### src/rtl/sub_bytes_seq128_pkg.sv
// Shared AES definitions for the sequential SubBytes engine: block/byte
// widths, FSM state encoding and the forward/inverse S-box tables.
// Build option: SUB_BYTES_INV_EN (inverse table is used only when defined).
package aes_pkg;

    localparam int AES_BLK_W   = 128;
    localparam int AES_BYTE_W  = 8;
    localparam int AES_NBYTES  = AES_BLK_W / AES_BYTE_W;

    typedef enum logic [1:0] {
        IDLE = 2'd0,
        RUN  = 2'd1,
        DONE = 2'd2
    } sb_state_t;

    localparam logic [7:0] SBOX_FWD [256] = '{
        8'h63, 8'h7c, 8'h77, 8'h7b, 8'hf2, 8'h6b, 8'h6f, 8'hc5, 8'h30, 8'h01, 8'h67, 8'h2b, 8'hfe, 8'hd7, 8'hab, 8'h76,
        8'hca, 8'h82, 8'hc9, 8'h7d, 8'hfa, 8'h59, 8'h47, 8'hf0, 8'had, 8'hd4, 8'ha2, 8'haf, 8'h9c, 8'ha4, 8'h72, 8'hc0,
        8'hb7, 8'hfd, 8'h93, 8'h26, 8'h36, 8'h3f, 8'hf7, 8'hcc, 8'h34, 8'ha5, 8'he5, 8'hf1, 8'h71, 8'hd8, 8'h31, 8'h15,
        8'h04, 8'hc7, 8'h23, 8'hc3, 8'h18, 8'h96, 8'h05, 8'h9a, 8'h07, 8'h12, 8'h80, 8'he2, 8'heb, 8'h27, 8'hb2, 8'h75,
        8'h09, 8'h83, 8'h2c, 8'h1a, 8'h1b, 8'h6e, 8'h5a, 8'ha0, 8'h52, 8'h3b, 8'hd6, 8'hb3, 8'h29, 8'he3, 8'h2f, 8'h84,
        8'h53, 8'hd1, 8'h00, 8'hed, 8'h20, 8'hfc, 8'hb1, 8'h5b, 8'h6a, 8'hcb, 8'hbe, 8'h39, 8'h4a, 8'h4c, 8'h58, 8'hcf,
        8'hd0, 8'hef, 8'haa, 8'hfb, 8'h43, 8'h4d, 8'h33, 8'h85, 8'h45, 8'hf9, 8'h02, 8'h7f, 8'h50, 8'h3c, 8'h9f, 8'ha8,
        8'h51, 8'ha3, 8'h40, 8'h8f, 8'h92, 8'h9d, 8'h38, 8'hf5, 8'hbc, 8'hb6, 8'hda, 8'h21, 8'h10, 8'hff, 8'hf3, 8'hd2,
        8'hcd, 8'h0c, 8'h13, 8'hec, 8'h5f, 8'h97, 8'h44, 8'h17, 8'hc4, 8'ha7, 8'h7e, 8'h3d, 8'h64, 8'h5d, 8'h19, 8'h73,
        8'h60, 8'h81, 8'h4f, 8'hdc, 8'h22, 8'h2a, 8'h90, 8'h88, 8'h46, 8'hee, 8'hb8, 8'h14, 8'hde, 8'h5e, 8'h0b, 8'hdb,
        8'he0, 8'h32, 8'h3a, 8'h0a, 8'h49, 8'h06, 8'h24, 8'h5c, 8'hc2, 8'hd3, 8'hac, 8'h62, 8'h91, 8'h95, 8'he4, 8'h79,
        8'he7, 8'hc8, 8'h37, 8'h6d, 8'h8d, 8'hd5, 8'h4e, 8'ha9, 8'h6c, 8'h56, 8'hf4, 8'hea, 8'h65, 8'h7a, 8'hae, 8'h08,
        8'hba, 8'h78, 8'h25, 8'h2e, 8'h1c, 8'ha6, 8'hb4, 8'hc6, 8'he8, 8'hdd, 8'h74, 8'h1f, 8'h4b, 8'hbd, 8'h8b, 8'h8a,
        8'h70, 8'h3e, 8'hb5, 8'h66, 8'h48, 8'h03, 8'hf6, 8'h0e, 8'h61, 8'h35, 8'h57, 8'hb9, 8'h86, 8'hc1, 8'h1d, 8'h9e,
        8'he1, 8'hf8, 8'h98, 8'h11, 8'h69, 8'hd9, 8'h8e, 8'h94, 8'h9b, 8'h1e, 8'h87, 8'he9, 8'hce, 8'h55, 8'h28, 8'hdf,
        8'h8c, 8'ha1, 8'h89, 8'h0d, 8'hbf, 8'he6, 8'h42, 8'h68, 8'h41, 8'h99, 8'h2d, 8'h0f, 8'hb0, 8'h54, 8'hbb, 8'h16
    };

    localparam logic [7:0] SBOX_INV [256] = '{
        8'h52, 8'h09, 8'h6a, 8'hd5, 8'h30, 8'h36, 8'ha5, 8'h38, 8'hbf, 8'h40, 8'ha3, 8'h9e, 8'h81, 8'hf3, 8'hd7, 8'hfb,
        8'h7c, 8'he3, 8'h39, 8'h82, 8'h9b, 8'h2f, 8'hff, 8'h87, 8'h34, 8'h8e, 8'h43, 8'h44, 8'hc4, 8'hde, 8'he9, 8'hcb,
        8'h54, 8'h7b, 8'h94, 8'h32, 8'ha6, 8'hc2, 8'h23, 8'h3d, 8'hee, 8'h4c, 8'h95, 8'h0b, 8'h42, 8'hfa, 8'hc3, 8'h4e,
        8'h08, 8'h2e, 8'ha1, 8'h66, 8'h28, 8'hd9, 8'h24, 8'hb2, 8'h76, 8'h5b, 8'ha2, 8'h49, 8'h6d, 8'h8b, 8'hd1, 8'h25,
        8'h72, 8'hf8, 8'hf6, 8'h64, 8'h86, 8'h68, 8'h98, 8'h16, 8'hd4, 8'ha4, 8'h5c, 8'hcc, 8'h5d, 8'h65, 8'hb6, 8'h92,
        8'h6c, 8'h70, 8'h48, 8'h50, 8'hfd, 8'hed, 8'hb9, 8'hda, 8'h5e, 8'h15, 8'h46, 8'h57, 8'ha7, 8'h8d, 8'h9d, 8'h84,
        8'h90, 8'hd8, 8'hab, 8'h00, 8'h8c, 8'hbc, 8'hd3, 8'h0a, 8'hf7, 8'he4, 8'h58, 8'h05, 8'hb8, 8'hb3, 8'h45, 8'h06,
        8'hd0, 8'h2c, 8'h1e, 8'h8f, 8'hca, 8'h3f, 8'h0f, 8'h02, 8'hc1, 8'haf, 8'hbd, 8'h03, 8'h01, 8'h13, 8'h8a, 8'h6b,
        8'h3a, 8'h91, 8'h11, 8'h41, 8'h4f, 8'h67, 8'hdc, 8'hea, 8'h97, 8'hf2, 8'hcf, 8'hce, 8'hf0, 8'hb4, 8'he6, 8'h73,
        8'h96, 8'hac, 8'h74, 8'h22, 8'he7, 8'had, 8'h35, 8'h85, 8'he2, 8'hf9, 8'h37, 8'he8, 8'h1c, 8'h75, 8'hdf, 8'h6e,
        8'h47, 8'hf1, 8'h1a, 8'h71, 8'h1d, 8'h29, 8'hc5, 8'h89, 8'h6f, 8'hb7, 8'h62, 8'h0e, 8'haa, 8'h18, 8'hbe, 8'h1b,
        8'hfc, 8'h56, 8'h3e, 8'h4b, 8'hc6, 8'hd2, 8'h79, 8'h20, 8'h9a, 8'hdb, 8'hc0, 8'hfe, 8'h78, 8'hcd, 8'h5a, 8'hf4,
        8'h1f, 8'hdd, 8'ha8, 8'h33, 8'h88, 8'h07, 8'hc7, 8'h31, 8'hb1, 8'h12, 8'h10, 8'h59, 8'h27, 8'h80, 8'hec, 8'h5f,
        8'h60, 8'h51, 8'h7f, 8'ha9, 8'h19, 8'hb5, 8'h4a, 8'h0d, 8'h2d, 8'he5, 8'h7a, 8'h9f, 8'h93, 8'hc9, 8'h9c, 8'hef,
        8'ha0, 8'he0, 8'h3b, 8'h4d, 8'hae, 8'h2a, 8'hf5, 8'hb0, 8'hc8, 8'heb, 8'hbb, 8'h3c, 8'h83, 8'h53, 8'h99, 8'h61,
        8'h17, 8'h2b, 8'h04, 8'h7e, 8'hba, 8'h77, 8'hd6, 8'h26, 8'he1, 8'h69, 8'h14, 8'h63, 8'h55, 8'h21, 8'h0c, 8'h7d
    };

endpackage

### src/rtl/sub_bytes_seq128_if.sv
// Block-level handshake bundle for the SubBytes engine: an input channel
// (valid/ready/data), an output channel (valid/ready/data) and a busy flag.
// Build option: SUB_BYTES_INV_EN adds the per-block inverse-mode select inv_i.
interface sub_bytes_seq128_if;
    import aes_pkg::*;

    logic                 in_valid;
    logic                 in_ready;
    logic [AES_BLK_W-1:0] in_data;
    logic                 out_valid;
    logic                 out_ready;
    logic [AES_BLK_W-1:0] out_data;
    logic                 busy;
`ifdef SUB_BYTES_INV_EN
    logic                 inv_i;

    modport master (output in_valid, in_data, out_ready, inv_i,
                    input  in_ready, out_valid, out_data, busy);
    modport slave  (input  in_valid, in_data, out_ready, inv_i,
                    output in_ready, out_valid, out_data, busy);
`else
    modport master (output in_valid, in_data, out_ready,
                    input  in_ready, out_valid, out_data, busy);
    modport slave  (input  in_valid, in_data, out_ready,
                    output in_ready, out_valid, out_data, busy);
`endif

endinterface

### src/rtl/sub_bytes_seq128_sbox.sv
// Single-byte AES S-box lookup, purely combinational. INV selects which
// table this instance carries, so a forward-only build never contains
// the inverse table.
module aes_sbox8
    import aes_pkg::*;
#(
    parameter bit INV = 1'b0
) (
    input  logic [AES_BYTE_W-1:0] x,
    output logic [AES_BYTE_W-1:0] y
);

    generate
        if (INV) begin : g_inv
            assign y = SBOX_INV[x];
        end else begin : g_fwd
            assign y = SBOX_FWD[x];
        end
    endgenerate

endmodule

### src/rtl/sub_bytes_seq128.sv
// Sequential AES SubBytes engine: accepts a 128-bit state, substitutes
// LANES bytes per clock (byte 0 = MSB first) and presents the result
// until the downstream handshake completes.
// Build option: SUB_BYTES_INV_EN adds inv_i and a parallel inverse S-box
// per lane; the mode is latched on the accept edge for the whole block.
module sub_bytes_seq128
    import aes_pkg::*;
#(
    parameter int LANES = 4
) (
    input  logic               clk,
    input  logic               rst,
    sub_bytes_seq128_if.slave  bus
);

    localparam int N_BEATS = AES_NBYTES / LANES;
    localparam int CW      = (N_BEATS > 1) ? $clog2(N_BEATS) : 1;
    localparam logic [CW-1:0] LAST_BEAT = CW'(N_BEATS - 1);

    generate
        if (!(LANES == 1 || LANES == 2 || LANES == 4 || LANES == 8 || LANES == 16)) begin : g_bad_lanes
            $error("sub_bytes_seq128: LANES must be 1, 2, 4, 8 or 16");
        end
    endgenerate

    sb_state_t             state_q, state_d;
    logic [CW-1:0]         cnt_q, cnt_d;
    logic [AES_BYTE_W-1:0] work_q [AES_NBYTES];
    logic [AES_BYTE_W-1:0] work_d [AES_NBYTES];
    logic [AES_BLK_W-1:0]  out_data_q, out_data_d;
    logic                  inv_q, inv_d;

    logic [AES_BYTE_W-1:0] in_bytes  [AES_NBYTES];
    logic [AES_BYTE_W-1:0] run_bytes [AES_NBYTES];
    logic [AES_BLK_W-1:0]  run_packed;
    logic [3:0]            base_idx;
    logic [AES_BYTE_W-1:0] sbox_x [LANES];
    logic [AES_BYTE_W-1:0] sbox_y [LANES];
    logic                  mode_in;

`ifdef SUB_BYTES_INV_EN
    assign mode_in = bus.inv_i;
`else
    assign mode_in = 1'b0;
`endif

    // First byte of the group handled in the current beat.
    assign base_idx = 4'(int'(cnt_q) * LANES);

    // Lane datapath: read the current group from the work register and substitute.
    generate
        for (genvar gi = 0; gi < LANES; gi++) begin : g_lane
            logic [AES_BYTE_W-1:0] fwd_y;

            assign sbox_x[gi] = work_q[base_idx + 4'(gi)];

            aes_sbox8 #(.INV(1'b0)) u_sbox_fwd (.x(sbox_x[gi]), .y(fwd_y));

`ifdef SUB_BYTES_INV_EN
            logic [AES_BYTE_W-1:0] inv_y;
            aes_sbox8 #(.INV(1'b1)) u_sbox_inv (.x(sbox_x[gi]), .y(inv_y));
            assign sbox_y[gi] = inv_q ? inv_y : fwd_y;
`else
            assign sbox_y[gi] = fwd_y;
`endif
        end
    endgenerate

    // Byte view of the input, and the work register after this beat's writeback.
    // Byte k belongs to beat k/LANES and lane k%LANES, so the demux is static.
    generate
        for (genvar gi = 0; gi < AES_NBYTES; gi++) begin : g_byte
            assign in_bytes[gi]  = bus.in_data[AES_BLK_W-1-AES_BYTE_W*gi -: AES_BYTE_W];
            assign run_bytes[gi] = (cnt_q == CW'(gi / LANES)) ? sbox_y[gi % LANES] : work_q[gi];
            assign run_packed[AES_BLK_W-1-AES_BYTE_W*gi -: AES_BYTE_W] = run_bytes[gi];
        end
    endgenerate

    // Next-state logic: accept in IDLE, one beat per cycle in RUN, hold in DONE.
    always_comb begin
        state_d    = state_q;
        cnt_d      = cnt_q;
        work_d     = work_q;
        out_data_d = out_data_q;
        inv_d      = inv_q;
        case (state_q)
            IDLE: begin
                if (bus.in_valid) begin
                    state_d = RUN;
                    cnt_d   = '0;
                    work_d  = in_bytes;
                    inv_d   = mode_in;
                end
            end
            RUN: begin
                work_d = run_bytes;
                if (cnt_q == LAST_BEAT) begin
                    state_d    = DONE;
                    out_data_d = run_packed;
                end else begin
                    cnt_d = cnt_q + 1'b1;
                end
            end
            DONE: begin
                if (bus.out_ready) begin
                    state_d = IDLE;
                end
            end
            default: state_d = IDLE;
        endcase
    end

    // State, counter, work and output registers with synchronous reset.
    always_ff @(posedge clk) begin
        if (rst) begin
            state_q    <= IDLE;
            cnt_q      <= '0;
            work_q     <= '{default: '0};
            out_data_q <= '0;
            inv_q      <= 1'b0;
        end else begin
            state_q    <= state_d;
            cnt_q      <= cnt_d;
            work_q     <= work_d;
            out_data_q <= out_data_d;
            inv_q      <= inv_d;
        end
    end

    assign bus.in_ready  = (state_q == IDLE);
    assign bus.out_valid = (state_q == DONE);
    assign bus.busy      = (state_q != IDLE);
    assign bus.out_data  = out_data_q;

endmodule

### src/flat_wrapper.sv
// flat-port wrapper written by rule: the top's interface ports become plain ports
module sub_bytes_seq128_flat import aes_pkg::*;
#(
    parameter int LANES = 4
)
  (clk, rst, bus_in_valid, bus_in_data, bus_out_ready, bus_in_ready, bus_out_valid, bus_out_data, bus_busy);
  sub_bytes_seq128_if bus_i ();
  input  logic clk;
  input  logic rst;
  input wire logic [$bits(bus_i.in_valid)-1:0] bus_in_valid;
  input wire logic [$bits(bus_i.in_data)-1:0] bus_in_data;
  input wire logic [$bits(bus_i.out_ready)-1:0] bus_out_ready;
  output wire logic [$bits(bus_i.in_ready)-1:0] bus_in_ready;
  output wire logic [$bits(bus_i.out_valid)-1:0] bus_out_valid;
  output wire logic [$bits(bus_i.out_data)-1:0] bus_out_data;
  output wire logic [$bits(bus_i.busy)-1:0] bus_busy;
  assign bus_i.in_valid = bus_in_valid;
  assign bus_i.in_data = bus_in_data;
  assign bus_i.out_ready = bus_out_ready;
  assign bus_in_ready = bus_i.in_ready;
  assign bus_out_valid = bus_i.out_valid;
  assign bus_out_data = bus_i.out_data;
  assign bus_busy = bus_i.busy;
  sub_bytes_seq128 #(.LANES(LANES)) u_core (.clk(clk), .rst(rst), .bus(bus_i));
endmodule
### config.mk
export PLATFORM = sky130hd
export DESIGN_NAME = sub_bytes_seq128_flat
export DESIGN_NICKNAME = d
export VERILOG_FILES = /design/src/rtl/sub_bytes_seq128_pkg.sv /design/src/rtl/sub_bytes_seq128_if.sv /design/src/rtl/sub_bytes_seq128_sbox.sv /design/src/rtl/sub_bytes_seq128.sv /design/src/flat_wrapper.sv
export SDC_FILE = /design/constraint.sdc
export NUM_CORES = 1
export LEC_CHECK = 0
export ABC_AREA = 1
export BUFFER_PORTS_ARGS = -buffer_cell sky130_fd_sc_hd__buf_2
export CAP_MARGIN = 20
export CORE_MARGIN = 1
export CORE_UTILIZATION = 44
export DETAILED_ROUTE_END_ITERATION = 10
export PLACE_DENSITY_LB_ADDON = 0.1
export SYNTH_ARGS = -nofsm -noshare
export SYNTH_HDL_FRONTEND = slang
export SYNTH_HIERARCHICAL = 1
export SYNTH_SLANG_ARGS = --single-unit
### constraint.sdc
create_clock -name clk -period 3.53 [get_ports clk]
set_clock_uncertainty 0.2 [all_clocks]
set_input_delay 0.1765 -clock clk [delete_from_list [all_inputs] [get_ports clk]]
set_output_delay 0.1765 -clock clk [all_outputs]
set_load 0.01 [all_outputs]
==> results.md, run 1 <==
* Status: finished, final reports clean
* Buffers added on ports at roughly 260
* FF-to-FF path depth at 19
* Detailed router's first-iteration violation count at about 5,500
* Total iterations of the first detailed-routing run at 6
* Fraction of power spent switching nets at about half
* Detail Route Antenna Nets at 0
* Root buffer cell: sky130_fd_sc_hd__clkbuf_16
* Rows at between 80 and 90
* Multiplexer share of the synthesized area at 0%
* Number of synthesized register bits at between 200 and 300
* Combinational family with the most area after synthesis: simple AND/OR/NAND/NOR gates
* Clock tree from TritonCTS: yes
* Inserted Clock Buffers at 31
* Initial Utilization at between 40 and 50%
* Post-synth EDFFs at 0
* # Max-Cap Violations at 0
* Startpoint of the worst register-to-register path: u_core/cnt_q[1]
* Routed length per instance at 23.13 um
* Net switching power at 0.009357 W
* Worst Setup Slack, final at 0.01555 ns
* Top area cells in the synthesized netlist: sky130_fd_sc_hd__nand2_1 24%, sky130_fd_sc_hd__dfxtp_1 20%, sky130_fd_sc_hd__nand3_1 19%
* Reg area at roughly 0.0052 mm2
* Critical register-to-register path endpoint: u_core/work_q[62]
* Grt total ovfl at 0
* Total global-route track usage at 45.66%
* Time the final worst path needs with I/O delays and setup at about 3.5 ns
* Reg2Reg Setup Slack at between 0.015 and 0.02 ns
* Maximum clock insertion buffer count at 3
* Antenna diodes at 0
* Cell accounting for the most synthesized area: sky130_fd_sc_hd__nand2_1
* Portion of total power attributed to sequential cells at between 15 and 20%
* Die area at 0.06017 mm2
* Clock sink total at 260
* Antenna violations before repair at 6
* Cell-internal power at a little under 0.01 W
* Data arrival at the endpoint of the critical path at between 3 and 4 ns
* Pin count of the biggest net entering global routing at 90
* Final hold viol count at 0
* Final-report max-slew violation count at 0
* Clk Latency, worst-skew pair at roughly 0.63 ns
* Area Overhead vs Synth at 35.72%
* Synthesized Nets at around 4,900
* Most frequent cell on the critical path: sky130_fd_sc_hd__nand2_1
* Post-detailed-route DRC marker count at 0
* Clock slew at reported path FFs at 0.06 ns
* Total area of multi-input combinational cells at 0.01873 mm2
* Endpoint of the most critical setup path: u_core/work_q[62]
* Simple logic cell fraction of the synthesized area at 49.88%
* Core Box Area at ~0.058 mm2
* Setup total negative slack at 0 ns
* Vias post-DR at about 37,000
* Post-synthesis xor/xnor area fraction at 0%
* Share of synthesized area occupied by flip-flops and latches at about a fifth
* Worst supply voltage drop on vdd at 0.4213 mV
* Total length of routed wires at 142,600 um
* Worst setup path startpoint: u_core/cnt_q[1]
* Total Nets Final at 5,579
* Final weighted congestion in routability-driven placement at between 1 and 1.5
* Area of the mapped netlist at about 0.026 mm2
* Clock share of power at a little under a fifth
* Number of unique standard cell types used by synthesis at 37
* Prevailing post-synth register cell: sky130_fd_sc_hd__dfxtp_1
* Area fraction of the dominant cell type after synthesis at between 20% and 30%
* Count of fill cells added during filler insertion at 5,835
* Power density over the cells at roughly 540 mW/mm2
* Depth of the worst hold-timing path at 6
* Number of cells produced by synthesis at between 4,000 and 5,000
* Synth Area in Compound Gates at between 10% and 20%
* Worst-case setup slack after placement at -0.4464 ns
* CP Cell Sequence: inv_4 -> buf_4 -> buf_4 -> o21ai_0 -> a21oi_1 -> a21oi_2 -> buf_4 -> nor2_1 -> nand2_2 -> nor2_1 -> nor2_1 -> nand2_1 -> nand2_1 -> nand2_1 -> nand2_4 -> nand2_1 -> nand2_1 -> o21bai_1 -> a21oi_1
* Pleak at 17.76 nW
* Fraction of registers with async set or reset after synthesis at 0%
* Relative contribution of combinational cells to total power at 64.3%
* Total number of yosys warnings at 6
* Critical Path Start Type: flip-flop
* Final period utilization at 99.56%
* Critical-path top delay cell: sky130_fd_sc_hd__nor2_1
* Via count of the first global-routing pass at between 30,000 and 40,000
* CP max stage delay at ~0.47 ns
* Avg Synthesized Cell Area at 5.519 um2
* Width of the die at about 250 um
* Highest achievable clock rate at 284.5 MHz
* Share of final-layout standard cells stronger than drive strength 1 at between 20% and 30%
* Element type at the critical path end: flip-flop
* Worst Path Required at between 3 and 4 ns
* Setup repair after global routing missed its margin: true
* Relative slew slack at 28.78%
* HPWL Detailed at roughly 100,000 um
* Die outline height at 245.3 um
* H-Tree Level Count at 1
* Crit path kind: reg -> reg
* Final number of setup-violating endpoints at 0
* Boundary Pins at between 200 and 300
* Detail-routed via count per cell at between 5 and 6
* Global-route wire length before repair at 211,800 um
* Post-synthesis adder-cell area fraction at ~3.3%
* Worst-Margin Slew at between 1 and 1.5 ns
* HP Class: in -> reg
* Hold Slack at approximately 0.11 ns
* Worst-path maximum fanout at 12
cell type report:
cell class	count	share of cell area (%)
multi-input combinational	3733	52.98
timing repair buffer	978	22.31
sequential	260	14.76
inverter	373	4.081
tap	765	2.708
clock buffer	39	2.393
clock inverter	18	0.7292
timing repair inverter	2	0.03894
Yosys cell counts (5+ instances only):
cell type                  count
sky130_fd_sc_hd__nand2_1    1640
sky130_fd_sc_hd__nand3_1     982
sky130_fd_sc_hd__a21oi_1     438
sky130_fd_sc_hd__inv_1       347
sky130_fd_sc_hd__dfxtp_1     260
sky130_fd_sc_hd__nor2_1      248
sky130_fd_sc_hd__buf_2       155
sky130_fd_sc_hd__o21bai_1    100
sky130_fd_sc_hd__clkbuf_1     80
sky130_fd_sc_hd__ha_1         68
sky130_fd_sc_hd__o21ai_0      66
sky130_fd_sc_hd__nand2_2      52
sky130_fd_sc_hd__buf_4        50
sky130_fd_sc_hd__buf_6        34
sky130_fd_sc_hd__buf_1        32
sky130_fd_sc_hd__nand4_1      29
sky130_fd_sc_hd__nor2_2       26
sky130_fd_sc_hd__o21ai_1      21
sky130_fd_sc_hd__inv_2        18
sky130_fd_sc_hd__o211ai_1     12
sky130_fd_sc_hd__nand3_2       8
sky130_fd_sc_hd__nand2_4       7
sky130_fd_sc_hd__nor2_4        7
sky130_fd_sc_hd__inv_4         6
sky130_fd_sc_hd__a21oi_2       5
sky130_fd_sc_hd__a31oi_1       5
sky130_fd_sc_hd__o21a_1        5
cell families (layout without fill, tap and decap cells):
logic type      Yosys count  in the layout
compound gates          654            654
simple gates           3011           3011
buf+inv                 726           1410
fa+ha+maj                68             68
flops                   260            260
power by group through the flow:
| stage | Sequential, W | Clock, W | Combinational (W) |
|---|---|---|---|
| after global placement | 0.00328 | 0 | 0.0110 |
| after floorplan | 0.00324 | 0 | 0.00602 |
| after CTS | 0.00322 | 0.00354 | 0.0112 |
| after detailed placement | 0.00328 | 0 | 0.0109 |
| after global routing | 0.00325 | 0.00367 | 0.0129 |
| final | 0.00324 | 0.00355 | 0.0122 |
repair_timing:
item,4_1_cts,5_1_grt
buffers inserted,2,10
hold buffers,132,0
pin swaps,2,40
gates resized for setup,48,294
endpoints found under the hold margin,179,0
cloned,0,4
setup endpoints to repair,225,255
sequential cells by signal (all words and copies together) (netlist names):
register             cells
u_core/bus.out_data    128
u_core/cnt_q             2
u_core/state_q           2
u_core/work_q          128
metal layers:
metal	vias to the layer above	GRT usage, %	wire length [um]
met1	16670	58.50	53200
met5	-	0	37
met4	6	30.55	11700
met3	684	8.098	16510
li1	16640	-	-
met2	2836	69.83	61190
cell usage in the layout (no fill, tap or decap), types with 27 or more instances in the layout:
cell	netlist	layout
sky130_fd_sc_hd__inv_2	18	27
sky130_fd_sc_hd__o21bai_1	100	100
sky130_fd_sc_hd__o21ai_0	66	52
sky130_fd_sc_hd__dfxtp_1	260	257
sky130_fd_sc_hd__inv_1	347	332
sky130_fd_sc_hd__buf_12	1	60
sky130_fd_sc_hd__nand2_2	52	104
sky130_fd_sc_hd__nor2_2	26	31
sky130_fd_sc_hd__clkbuf_16	0	33
sky130_fd_sc_hd__nand2_4	7	38
sky130_fd_sc_hd__dlygate4sd3_1	0	132
sky130_fd_sc_hd__o21ai_1	21	28
sky130_fd_sc_hd__buf_4	50	504
sky130_fd_sc_hd__buf_2	155	261
sky130_fd_sc_hd__a21oi_2	5	54
sky130_fd_sc_hd__a21oi_1	438	371
sky130_fd_sc_hd__ha_1	68	49
sky130_fd_sc_hd__nand4_1	29	29
sky130_fd_sc_hd__nand2_1	1640	1556
sky130_fd_sc_hd__nand3_2	8	45
sky130_fd_sc_hd__nor2_1	248	232
sky130_fd_sc_hd__nand3_1	982	940
critical path, delay by kind of cell (launching register included):
family / cells / cell delay [ns]
AOI/OAI and AO/OA: 5 / 0.75
buffers and inverters: 4 / 0.65
DFF: 1 / 0.37
and+or+nand+nor: 10 / 1.36
per-stage QoR:
step,std cells,total power (W),utilization (%),instance area (um2)
3_5_place_dp,5964,0.01418,54.27,31550
6_report,6168,0.01901,60.80,35350
5_1_grt,6168,0.01979,60.80,35350
4_1_cts,6155,0.01791,58.74,34150
2_1_floorplan,4719,0.009261,-,26070
3_3_place_gp,5964,0.01426,54.27,31550
worst min-delay path by stage:
stage                       startpoint                       to  slack (ns)
3_5_place_dp   u_core/bus.out_data[25]  u_core/bus.out_data[25]        0.24
3_3_place_gp   u_core/bus.out_data[20]  u_core/bus.out_data[20]        0.23
6_report               bus_in_data[14]        u_core/work_q[14]        0.11
5_1_grt                bus_in_data[14]        u_core/work_q[14]        0.12
4_1_cts                bus_in_data[14]        u_core/work_q[14]        0.08
2_1_floorplan            bus_out_ready        u_core/state_q[1]        0.14
Note: power is estimated with default switching activity, not from simulation.
==> run 2, diff against run 1 <==
CAP_MARGIN = unset   (was 20)
CELL_PAD_IN_SITES_DETAIL_PLACEMENT = 0   (was unset)
CELL_PAD_IN_SITES_GLOBAL_PLACEMENT = 1   (was unset)
CORE_UTILIZATION = 37   (was 44)
==> results.md, run 2 (synthesized netlist as in run 1, its figures left out) <==
* Status: finished, final reports clean
* Power density over the cells at between 500 and 600 mW/mm2
* Depth of the worst hold-timing path at 2
* Worst Hold End: u_core/bus.out_data[28]
* Total Nets Final at between 5,000 and 6,000
* Total iterations of the first detailed-routing run at 6
* Worst-path maximum fanout at 8
* Leading cell type in the layout, fill and taps excluded: sky130_fd_sc_hd__nand2_1
* Initial Utilization at 37.71%
* Crit path buf inv count at 6
* Element type at the critical path end: flip-flop
* # Max-Cap Violations at 0
* Count of fill cells added during filler insertion at about 7,300
* Antenna violations before repair at 1
* Grt total ovfl at 0
* CP max stage delay at 0.43 ns
* Total global-route track usage at 39.62%
* Crit path kind: reg -> reg
* Core Box Area at approximately 0.069 mm2
* Die outline height at ~270 um
* Detail Route Antenna Nets at 0
* H-Tree Level Count at 1
* Buffers added on ports at ~260
* Post-Layout Inst Area at 0.03616 mm2
* Clk Latency, worst-skew pair at just over 0.6 ns
* Most frequent cell on the critical path: sky130_fd_sc_hd__nand2_1
* Relative slew slack at between 20% and 30%
* Detail-routed via count per cell at between 5 and 6
* Area after DPL at ~0.033 mm2
* Global-route wire length before repair at 216,000 um
* Clock tree from TritonCTS: yes
* FF-to-FF path depth at 22
* Cell total after placement at 6,219
* Pleak at between 15 and 20 nW
* Source of the worst hold timing path: u_core/bus.out_data[28]
* Cell Count, Final, Fillers Out at approximately 6,400
* HP Class: reg -> reg
* Final-report max-slew violation count at 0
* Critical register-to-register path endpoint: u_core/bus.out_data[24]
* HPWL Detailed at 110,000 um
* Total length of routed wires at between 100,000 and 150,000 um
* Die area at roughly 0.07 mm2
* Rows at 96
* Area Overhead vs Synth at 38.83%
* Hold Slack at about 0.24 ns
* Via count of the first global-routing pass at 34,350
* Post-detailed-route DRC marker count at 0
* Worst Path Required at roughly 3.8 ns
* Final number of setup-violating endpoints at 0
* Critical Path Start Type: flip-flop
* Critical-path top delay cell: sky130_fd_sc_hd__ha_2
* Root buffer cell: sky130_fd_sc_hd__clkbuf_16
* Detailed router's first-iteration violation count at about 4,300
* Clock sink total at 260
* Worst-Margin Slew at between 1 and 1.5 ns
* Time the final worst path needs with I/O delays and setup at 3.505 ns
* Worst supply voltage drop on vdd at slightly above 0.4 mV
* Clock slew at reported path FFs at about 0.070 ns
* Inserted Clock Buffers at 28
* Vias post-DR at around 36,000
* Reg2Reg Setup Slack at ~0.025 ns
* Share of final-layout standard cells stronger than drive strength 1 at around a quarter
* Final period utilization at 99.28%
* Startpoint of the worst register-to-register path: u_core/cnt_q[0]
* CP Cell Sequence: inv_6 -> o21ai_0 -> a21oi_2 -> a21oi_2 -> inv_2 -> ha_2 -> nand2_1 -> buf_4 -> nand3_1 -> nand2_1 -> nand2_1 -> nand3_1 -> nor2_1 -> nor2_1 -> nand2_1 -> nand2_1 -> buf_4 -> inv_1 -> nand3_1 -> buf_4 -> nand2_1 -> a21oi_1
* Setup repair after global routing missed its margin: true
* Data arrival at the endpoint of the critical path at ~3.7 ns
* Highest achievable clock rate at 285.3 MHz
* Setup total negative slack at 0 ns
* Routed length per instance at 22.89 um
* Width of the die at between 200 and 300 um
* Maximum clock insertion buffer count at 3
* CP delay by family, top: simple AND/OR/NAND/NOR gates
* Pin count of the biggest net entering global routing at 122
* Final weighted congestion in routability-driven placement at approximately 1.0
* Boundary Pins at between 200 and 300
* Final hold viol count at 0
* Highest-count cells in the layout ignoring fill and taps: 1,565 x sky130_fd_sc_hd__nand2_1, 951 x sky130_fd_sc_hd__nand3_1, 578 x sky130_fd_sc_hd__buf_4, 383 x sky130_fd_sc_hd__a21oi_1, 334 x sky130_fd_sc_hd__inv_1
run 2: worst max-delay path by stage:
stage,startpoint,to,cells past startpoint
after global placement,u_core/cnt_q[0],u_core/work_q[14],21
after CTS,u_core/cnt_q[0],u_core/bus.out_data[17],23
after global routing,u_core/cnt_q[0],u_core/bus.out_data[24],25
after detailed placement,u_core/cnt_q[0],u_core/work_q[14],22
final,u_core/cnt_q[0],u_core/bus.out_data[24],22
after floorplan,u_core/cnt_q[0],u_core/work_q[1],22
run 2: worst min-delay path: stages (launching register included):
cell and delay [ns]:
sky130_fd_sc_hd__dfxtp_1 0.30, sky130_fd_sc_hd__inv_1 0.05, sky130_fd_sc_hd__a21oi_1 0.05
run 2: timing repair:
| action | 4_1_cts | 5_1_grt |
|---|---|---|
| gates resized for setup | 99 | 197 |
| setup buffers | 2 | 9 |
| endpoints found under the setup margin | 216 | 256 |
| cloned | 0 | 3 |
| hold buffers | 132 | 0 |
| pin swaps | 5 | 15 |
| endpoints found under the hold margin | 165 | 0 |
run 2: power by group:
| part | total, W | internal (W) | leakage (nW) | switching, W |
|---|---|---|---|---|
| Clock | 0.00339 | 0.00200 | 0.514 | 0.00139 |
| Sequential | 0.00324 | 0.00310 | 2.13 | 0.000145 |
| Combinational | 0.0124 | 0.00471 | 15.5 | 0.00771 |
run 2: layout make-up:
class	instances	area, um2	area share (%)
inverter	373	1450	4.010
timing repair inverter	1	6.256	0.01730
sequential	260	5214	14.42
antenna	1	2.502	0.006920
multi-input combinational	3733	18550	51.29
timing repair buffer	1067	8737	24.16
clock inverter	17	266.5	0.7370
tap	931	1165	3.221
clock buffer	34	773.2	2.138
run 2: metal layers:
metal	GRT usage, %	part of all wire, %	wire, um	up-vias
met5	0	0.0075	11	-
met4	22.79	6.9	10140	2
met3	5.370	8.8	12860	511
met2	62.91	44	64580	2098
met1	51.26	40	59300	16790
li1	-	-	-	16840
run 2: stage by stage:
| stage | util [%] | power, W | setup WS, ns |
|---|---|---|---|
| 3_3_place_gp | 47.23 | 0.01479 | -0.2558 |
| 2_1_floorplan | - | 0.009261 | 0.01036 |
| 5_1_grt | 52.35 | 0.01995 | -0.1388 |
| 3_5_place_dp | 47.23 | 0.01467 | -0.2036 |
| 4_1_cts | 51.13 | 0.01833 | -0.01244 |
| 6_report | 52.36 | 0.01905 | 0.02546 |
